File: src/rtl/pong_pkg.sv
// Shared Pong board constants: button indices, default input timing, lane state type.
package pong_pkg;

  localparam int unsigned BTN_U = 0;
  localparam int unsigned BTN_D = 1;
  localparam int unsigned BTN_L = 2;
  localparam int unsigned BTN_R = 3;
  localparam int unsigned BTN_C = 4;

  // Cycle counts at the 12.5 MHz game clock.
  localparam int unsigned DEBOUNCE_20MS       = 250000;
  localparam int unsigned REPEAT_DELAY_500MS  = 6250000;
  localparam int unsigned REPEAT_PERIOD_100MS = 1250000;

  typedef enum logic {
    IDLE = 1'b0,
    HELD = 1'b1
  } lane_state_t;

endpackage

File: src/rtl/debounce_lane.sv
// One button lane: 2-flop synchronizer, debounce counter, IDLE/HELD FSM, press/release pulses.
// Optional auto-repeat timer built only when BTN_AUTO_REPEAT_EN is defined.
//   state | meaning
//   IDLE  | debounced level low, waiting for a stable press
//   HELD  | debounced level high, waiting for a stable release
module debounce_lane
  import pong_pkg::*;
#(
  parameter int unsigned DEBOUNCE_CYCLES = DEBOUNCE_20MS,
  parameter int unsigned REPEAT_DELAY    = REPEAT_DELAY_500MS,
  parameter int unsigned REPEAT_PERIOD   = REPEAT_PERIOD_100MS
) (
  input  logic clk,
  input  logic reset,
  input  logic btn_raw,
  output logic btn_level,
  output logic btn_press,
  output logic btn_release
);

  localparam int unsigned CW = $clog2(DEBOUNCE_CYCLES);

  logic          s1, s2;
  logic [CW-1:0] cnt, cnt_d;
  lane_state_t   state, state_d;
  logic          press_d, rel_d;
  logic          mismatch;

`ifdef BTN_AUTO_REPEAT_EN
  localparam int unsigned RMAX = (REPEAT_DELAY > REPEAT_PERIOD) ? REPEAT_DELAY : REPEAT_PERIOD;
  localparam int unsigned RW   = $clog2(RMAX) + 1;
  logic [RW-1:0] rpt, rpt_d;
`endif

  assign mismatch  = s2 != (state == HELD);
  assign btn_level = (state == HELD);

  always_comb begin
    state_d = state;
    cnt_d   = cnt;
    press_d = 1'b0;
    rel_d   = 1'b0;
    if (!mismatch) begin
      cnt_d = '0;
    end else if (cnt != CW'(DEBOUNCE_CYCLES - 1)) begin
      cnt_d = cnt + 1'b1;
    end else begin
      cnt_d = '0;
      if (state == IDLE) begin
        state_d = HELD;
        press_d = 1'b1;
      end else begin
        state_d = IDLE;
        rel_d   = 1'b1;
      end
    end
`ifdef BTN_AUTO_REPEAT_EN
    // Down-counter reloads on each fire; release wins over a repeat in the same cycle.
    rpt_d = '0;
    if (press_d) begin
      rpt_d = RW'(REPEAT_DELAY - 1);
    end else if (state == HELD && !rel_d) begin
      if (rpt == '0) begin
        press_d = 1'b1;
        rpt_d   = RW'(REPEAT_PERIOD - 1);
      end else begin
        rpt_d = rpt - 1'b1;
      end
    end
`endif
  end

  always_ff @(posedge clk) begin
    if (reset) begin
      s1          <= 1'b0;
      s2          <= 1'b0;
      state       <= IDLE;
      cnt         <= '0;
      btn_press   <= 1'b0;
      btn_release <= 1'b0;
`ifdef BTN_AUTO_REPEAT_EN
      rpt         <= '0;
`endif
    end else begin
      s1          <= btn_raw;
      s2          <= s1;
      state       <= state_d;
      cnt         <= cnt_d;
      btn_press   <= press_d;
      btn_release <= rel_d;
`ifdef BTN_AUTO_REPEAT_EN
      rpt         <= rpt_d;
`endif
    end
  end

endmodule

File: src/rtl/button_conditioner.sv
// Synchronizes and debounces the Pong push-buttons into clean levels and press/release pulses.
// Auto-repeat on held buttons is enabled by defining BTN_AUTO_REPEAT_EN.
module button_conditioner
  import pong_pkg::*;
#(
  parameter int unsigned NUM_BTNS        = 5,
  parameter int unsigned DEBOUNCE_CYCLES = DEBOUNCE_20MS,
  parameter int unsigned REPEAT_DELAY    = REPEAT_DELAY_500MS,
  parameter int unsigned REPEAT_PERIOD   = REPEAT_PERIOD_100MS
) (
  input  logic                clk,
  input  logic                reset,
  input  logic [NUM_BTNS-1:0] btn_raw,
  output logic [NUM_BTNS-1:0] btn_level,
  output logic [NUM_BTNS-1:0] btn_press,
  output logic [NUM_BTNS-1:0] btn_release
);

  for (genvar i = 0; i < NUM_BTNS; i++) begin : g_lane
    debounce_lane #(
      .DEBOUNCE_CYCLES (DEBOUNCE_CYCLES),
      .REPEAT_DELAY    (REPEAT_DELAY),
      .REPEAT_PERIOD   (REPEAT_PERIOD)
    ) u_lane (
      .clk         (clk),
      .reset       (reset),
      .btn_raw     (btn_raw[i]),
      .btn_level   (btn_level[i]),
      .btn_press   (btn_press[i]),
      .btn_release (btn_release[i])
    );
  end

endmodule

File: config.mk
export PLATFORM = sky130hd
export DESIGN_NAME = button_conditioner
export DESIGN_NICKNAME = d
export VERILOG_FILES = /design/src/rtl/pong_pkg.sv /design/src/rtl/debounce_lane.sv /design/src/rtl/button_conditioner.sv
export SDC_FILE = /design/constraint.sdc
export NUM_CORES = 1
export LEC_CHECK = 0
export CORE_MARGIN = 2
export CORE_UTILIZATION = 30
export CTS_CLUSTER_DIAMETER = 200
export DETAILED_ROUTE_END_ITERATION = 8
export GPL_TIMING_DRIVEN = 0
export REMOVE_ABC_BUFFERS = 1
export SETUP_SLACK_MARGIN = 0.05
export SLEW_MARGIN = 20
export SYNTH_ARGS = -nofsm -noshare
export SYNTH_HDL_FRONTEND = slang
export SYNTH_SLANG_ARGS = --single-unit
File: constraint.sdc
create_clock -name clk -period 2.1 [get_ports clk]
set_input_delay 0.21 -clock clk [delete_from_list [all_inputs] [get_ports clk]]
set_output_delay 0.21 -clock clk [all_outputs]
set_load 0.02 [all_outputs]
# Word level (Yosys, flattened, before mapping)
# Cells that the tools add are included.
# totals
reg_bits,115
inputBits,7
out_inout_bits,15
word_cells,80
# classes
add_sub_neg,5
eq_ne,10
mux,10
n_bitwise,10
reduce_logical,15
# op_table
op,count
$add 18x1->18 const B,5
$ne 18x18->1 const B,5
$reduce_or 3->1,10
$mux 1,10
$not 1->1,10
$reduce_and 2->1,5
$ne 1x1->1,5

# Longest topological paths before layout
# Gate-level depths: netlist of run 1.
# logic_depth
ltp_word,3
mapped_depth,6
ltp_nobuf,5

# Modules after synthesis
# From an unflattened synthesis of run 1, not the netlist that was laid out.
# unflattened
hier_cells,545
hier_area_um2,5054.8
# modules_own_cells
mod,instances,cells_per_inst,area_each_um2,seq_area_each_um2
debounce_lane,5,109,1011.0,460.4

# Least setup slack after synthesis of run 1
# Ideal clock, no wire load.
# synth_path
kind,register to register
from,reg g_lane[0].u_lane.cnt[10]
to,reg g_lane[0].u_lane.cnt[16]
setup_time_ns,0.115
arrival_time_ns,1.793
required_ns,1.985
path_slack_ns,0.192
path_stages_with_launch,6
n_path_buf,1
synth_period_minus_slack_ns,1.908
path_cell_list,dfxtp_1 or4b_4 or4_4 o21ai_4 buf_6 nor2_1
# synth_between
elab_chain_cells,3
elab_cells_between_ends,4
cone_classes,1 x add/sub; 1 x eq/ne; 1 x bitwise; 1 x reduce/logical
# synth_lines
item,line_no,source
"start, declared",debounce_lane.sv:24,"logic [CW-1:0] cnt, cnt_d;"
"start signal, assigned",debounce_lane.sv:88,cnt <= cnt_d;
"parallel branches: the longest is 3 deep, another holds $add 18x1->18",--,
# Parallel ways; which one is timed is not known.
# A chain may end at the register's enable or synchronous reset.

# Worst setup path after layout of run 1
# layout_path
from,reg g_lane[4].u_lane.cnt[0]
to,reg g_lane[4].u_lane.btn_release
# layout_between
elab_chain_cells,2
# layout_lines
item,line_no,source
"start, declared",debounce_lane.sv:24,
"start signal, assigned",debounce_lane.sv:88,
$ne 18x18->1,debounce_lane.sv:45,end else if (cnt != CW'(DEBOUNCE_CYCLES - 1)) begin
$reduce_or 3->1 (no source line),--,
"end signal, assigned",debounce_lane.sv:90,btn_release <= rel_d;
"end, declared",debounce_lane.sv:18,output logic btn_release
# No other way between the ends.

==> results of run 1 <==
==> through the flow <==
step           std cells  power, W  TNS (ns)  instance area, µm²  worst slack [ns]
2_1_floorplan        533   0.00227         0                4810            0.0718
3_3_place_gp         774   0.00230    -15.75                5290            -0.412
3_5_place_dp         774   0.00230    -16.81                5310            -0.449
4_1_cts              812   0.00500         0                5950            0.0584
5_1_grt              812   0.00511         0                5970            0.0648
6_report             812   0.00493         0                5970             0.143
==> Yosys cell counts (11+ instances only) <==
master / n / area [µm²]
and3_1: 11 / 68.8
buf_4: 15 / 113
dfxtp_1: 115 / 2300
inv_1: 14 / 52.6
nand2_1: 24 / 90.1
nand3_1: 35 / 175
nand4_1: 23 / 144
nor2_1: 101 / 379
nor3_1: 19 / 95.1
nor4_1: 36 / 225
xnor2_1: 71 / 622
==> per-layer routing <==
layer / vias up / global-route usage
li1: 1989 / -
met1: 1856 / 0.146
met2: 65 / 0.189
met3: 8 / 0.0464
met4: 0 / 0.0448
met5: - / 0
==> power groups by stage <==
stage | clock network [W] | logic [W] | registers (W)
2_1_floorplan | 0 | 0.0000245 | 0.00225
3_3_place_gp | 0 | 0.0000510 | 0.00225
3_5_place_dp | 0 | 0.0000527 | 0.00225
4_1_cts | 0.00274 | 0.0000608 | 0.00220
5_1_grt | 0.00284 | 0.0000672 | 0.00220
6_report | 0.00267 | 0.0000598 | 0.00221
==> what timing repair did <==
item / 4_1_cts / 5_1_grt
hold buffers: 0 / 0
buffers inserted: 6 / 0
gates resized for setup: 2 / 3
endpoints found under the setup margin: 66 / 51
pin swaps: 3 / 0
endpoints found under the hold margin: 0 / 0
==> logic make-up after synthesis <==
logic type | Yosys count
simple gates | 294
flops | 115
xor+xnor | 79
buf+inv | 39
compound gates | 25
fa+ha+maj | 5
mux | 1
==> final cells by class <==
type                       count  area, µm²  area share
clock buffer                  30        554      0.0929
tap                          220        275      0.0461
multi-input combinational    404       2500       0.418
sequential                   115       2300       0.386
inverter                      14       52.6     0.00881
timing repair buffer          27        275      0.0461
clock inverter                 2       12.5     0.00210
==> flip-flops by register name (all words and copies together), names as in the netlist <==
name and cells:
g_lane.u_lane.s1 5, g_lane.u_lane.btn_release 5, g_lane.u_lane.btn_press 5, g_lane.u_lane.cnt 90, g_lane.u_lane.btn_level 5, g_lane.u_lane.s2 5
==> worst paths after layout <==
kind / from / to / slack (ns) / depth (start not counted)
worst min-delay path: reset / g_lane[2].u_lane.s1 / 0.27 / 2
worst max-delay path: g_lane[4].u_lane.cnt[0] / g_lane[4].u_lane.btn_release / 0.14 / 4
worst max register to register: g_lane[4].u_lane.cnt[0] / g_lane[4].u_lane.btn_release / 0.14 / 4
worst min register to register: g_lane[0].u_lane.s1 / g_lane[0].u_lane.s2 / 0.43 / 1
==> reports/results.txt, run 1 <==
CP Capture Type: register
root buf cell: clkbuf_16
total CTS buffers: 17
Async S/R FF share, synth: 0
Critical Path RT: 2.40 ns
complex-gate fraction of the synthesized area: 0.0347
fmax: 511 MHz
DRT Wirelength: 9.71 mm
Top FF cell, synth: dfxtp_1
Rows: 47
top sig layer: met4
CP Launch Type: register
Mapped Area: 4970 µm²
status: completed
internal power: 0.00398 W
critical path's slowest cell: or4_1
#FFs+latches synth: 115
Initial Util: 0.303
Max Slew Vio Count: 0
Max Cap Viol: 0
PD cells: 826 nW/µm²
Post-DP HPWL: 6.61 mm
Iteration-0 DRC Markers: 336
Post-DRT Antenna Nets: 0
latest clock arrival within the worst-skew pair: 0.41 ns
final setup violation count: 0
Crit path max-delay family: simple AND/OR/NAND/NOR gates
Die W: 133 µm
Slew @ Worst Pin: 0.544 ns
htree depth: 4
switch share: 0.193
ratio of cells with drive above 1 in the final layout: 0.0777
sequential-to-total area share from yosys stat: 0.463
mux contribution to synthesized area: 0.00201
post-synthesis xor/xnor area fraction: 0.139
synth warn: 0
I/O Pins: 22
largest family of logic cells by synthesized area: simple AND/OR/NAND/NOR gates
Hold/Removal Path Class: in -> reg
Tmin final: 1.96 ns
# nets final: 591
Final Util: 0.364
largest net degree at the start of global routing: 29
Wirelength per Cell: 12.0 µm
Area growth syn-to-layout: 20.1%
Yosys cell types: 41
core region area: 16400 µm²
Comb pwr share: 0.012
number of synthesized flops with an enable pin: 0
gp weighted congestion: 0.836
sequential power share: 0.447
CP max stage delay: 0.68 ns
GRT Overall Usage: 0.119
net switching power: 0.000950 W
Post-Syn Area per Cell: 8.91 µm²
max_slew headroom: 0.637
CP Max Fanout: 7
drt first pass iters: 4
Buf+Inv Stages, Crit Path: 0
via density per instance: 4.83
CP Class: reg -> reg
vias in the first global route: 3824
fin crit share: 0.932
Pleak: 1.72 nW
DRC: 0
Via Count: 3918
worst-case clock buffer depth: 2
I/O Buffers: 21
FILL cells: 1634
Clock Sinks: 115
crit-path cells: ha_1 -> nand3_1 -> or4_1 -> nor4b_1
routed metal-1 wirelength: 4.68 mm
Hold Violations, Final: 0
RSZ-0062 raised after global routing: false
TritonCTS clock tree: yes
most frequent cells in the layout: 115 x dfxtp_1, 101 x nor2_1, 71 x xnor2_1, 36 x nor4_1, 34 x nand3_1
Clock Skew: 0.00863 ns
most common cell after layout, fill and taps aside: dfxtp_1
worst path arrival time: 2.26 ns
clock power share: 0.541
met3 wire length: 443 µm
GRT overflow: 0
Hold Worst Slack: 0.272 ns
met2 WL: 4.50 mm
die height: 133 µm
Die Area: 17600 µm²
Worst IR Drop VDD: 604 µV
adder-cell area share of the yosys netlist: 0.0126
antenna violations before repair: 0
Mapped Cells: 558
global-route wire length before repair: 17.1 mm
ANT cells: 0
area share of and/or/nand/nor cells after synthesis: 0.305
Clock transition at path regs: 0.05 ns
Note: power is estimated with default switching activity, not from simulation.
==> run 2, diff against run 1 <==
--- a/config.mk
+++ b/config.mk
@@ -10,8 +10,10 @@
 export CTS_CLUSTER_DIAMETER = 200
 export DETAILED_ROUTE_END_ITERATION = 8
 export GPL_TIMING_DRIVEN = 0
+export PLACE_DENSITY = 0.52
 export REMOVE_ABC_BUFFERS = 1
 export SETUP_SLACK_MARGIN = 0.05
+export SKIP_LAST_GASP = 1
 export SLEW_MARGIN = 20
 export SYNTH_ARGS = -nofsm -noshare
 export SYNTH_HDL_FRONTEND = slang
==> run 2 against run 1 <==
Hold slack better by 0.013 ns; sequential share of layout area down 0.10 points; power up 2.0%; final cell count down 0.12%; die area unchanged; largest cell class unchanged.
==> reports/results.txt, run 2 (synthesis results as in run 1) <==
final setup violation count: 0
Hold/Removal Path Class: in -> reg
antenna violations before repair: 0
Critical Path RT: 2.37 ns
Hold Worst Slack: 0.284 ns
max_slew headroom: 0.630
Hold Crit Start: reset
Max Cap Viol: 0
worst-case clock buffer depth: 2
Clock Sinks: 115
GRT overflow: 0
Crit path max-delay family: simple AND/OR/NAND/NOR gates
most common cell after layout, fill and taps aside: dfxtp_1
I/O Pins: 22
TritonCTS clock tree: yes
placed cell count: 774
status: completed
setup_tns: 0 ns
DRC: 0
CP Capture Type: register
Max Slew Vio Count: 0
post-route non-filler standard cell count: 811
global-route wire length before repair: 16.8 mm
Slew @ Worst Pin: 0.555 ns
worst path arrival time: 2.18 ns
via density per instance: 4.73
reg2reg path depth: 4
core region area: 16400 µm²
most frequent cells in the layout: 115 x dfxtp_1, 101 x nor2_1, 71 x xnor2_1, 36 x nor4_1, 33 x nand3_1
Hold Path Stages: 2
ratio of cells with drive above 1 in the final layout: 0.0795
largest net degree at the start of global routing: 29
Clock transition at path regs: 0.05 ns
ANT cells: 0
Die W: 133 µm
Worst IR Drop VDD: 512 µV
Buf+Inv Stages, Crit Path: 0
Area growth syn-to-layout: 20.4%
worst r2r src: g_lane[1].u_lane.cnt[13]
critical path's slowest cell: or3b_2
latest clock arrival within the worst-skew pair: 0.41 ns
CP Class: reg -> reg
Post-DRT Antenna Nets: 0
# nets final: 592
gp weighted congestion: 0.765
reg2reg setup slack: 0.20 ns
Wirelength per Cell: 11.8 µm
DRT Wirelength: 9.59 mm
htree depth: 4
fmax: 525 MHz
Post-CTS Hold Buffers: 0
number of flip-flops in the largest register: 90
vias in the first global route: 3693
RSZ-0062 raised after global routing: false
die height: 133 µm
Pleak: 1.73 nW
Initial Util: 0.303
worst reg2reg path endpoint: g_lane[1].u_lane.cnt[3]
Rows: 47
Via Count: 3833
drt first pass iters: 5
GRT Overall Usage: 0.117
Hold Violations, Final: 0
Tmin final: 1.90 ns
post-route worst setup slack: 0.196 ns
Die Area: 17600 µm²
PD cells: 840 nW/µm²
Clock Skew: 0.00786 ns
root buf cell: clkbuf_16
fin crit share: 0.907
CP max stage delay: 0.48 ns
CP Launch Type: register
most flop-heavy register: g_lane.u_lane.cnt
crit-path cells: or3b_2 -> or3_1 -> o21ai_4 -> nor2_1
CP Max Fanout: 17
I/O Buffers: 21
Final Util: 0.365
total CTS buffers: 17
Hold EP: g_lane[2].u_lane.s2
DP Worst Slack: -0.520 ns
Iteration-0 DRC Markers: 248
Post-DP HPWL: 6.43 mm
-- run 2: routing by layer --
metal | track usage | share of wire | vias up
met5 | 0 | 0 | -
met4 | 0.0579 | 0.019 | 0
met3 | 0.0375 | 0.033 | 16
met2 | 0.183 | 0.46 | 40
met1 | 0.146 | 0.49 | 1799
li1 | - | - | 1978
-- run 2: power breakdown --
| group | switching (W) | internal, W |
|---|---|---|
| registers | 0.00000798 | 0.00220 |
| clock network | 0.000915 | 0.00185 |
| logic | 0.0000320 | 0.0000278 |
-- run 2: how the worst max path moves through the flow --
| stage | from | endpoint | slack, ns | cells past startpoint |
|---|---|---|---|---|
| floorplan | g_lane[4].u_lane.cnt[0] | g_lane[4].u_lane.cnt[17] | 0.07 | 4 |
| global placement | reset | g_lane[3].u_lane.cnt[5] | -0.44 | 4 |
| detailed placement | reset | g_lane[3].u_lane.cnt[16] | -0.52 | 4 |
| CTS | g_lane[3].u_lane.cnt[0] | g_lane[3].u_lane.cnt[16] | 0.09 | 5 |
| global route | g_lane[1].u_lane.cnt[3] | g_lane[1].u_lane.cnt[17] | 0.07 | 4 |
| finish | g_lane[1].u_lane.cnt[13] | g_lane[1].u_lane.cnt[3] | 0.20 | 4 |
-- run 2: final cells by class --
class,instances,area [µm²]
Multi-Input combinational cell,404,2500
Timing Repair Buffer,28,283
Tap cell,220,275
Fill cell,1657,10400
Clock buffer,25,495
Inverter,14,52.6
Sequential cell,115,2300
Clock inverter,5,75.1
-- run 2: what timing repair did --
item / CTS / global route
buffers inserted: 7 / 0
setup endpoints to repair: 69 / 34
pin swaps: 3 / 0
gates resized for setup: 3 / 3
-- run 2: per-stage QoR --
step                      power [W]  instance area, µm²
final                       0.00503                5980
after global routing        0.00518                5980
after CTS                   0.00510                5970
after detailed placement    0.00230                5310
after global placement      0.00230                5290
after floorplan             0.00227                4810
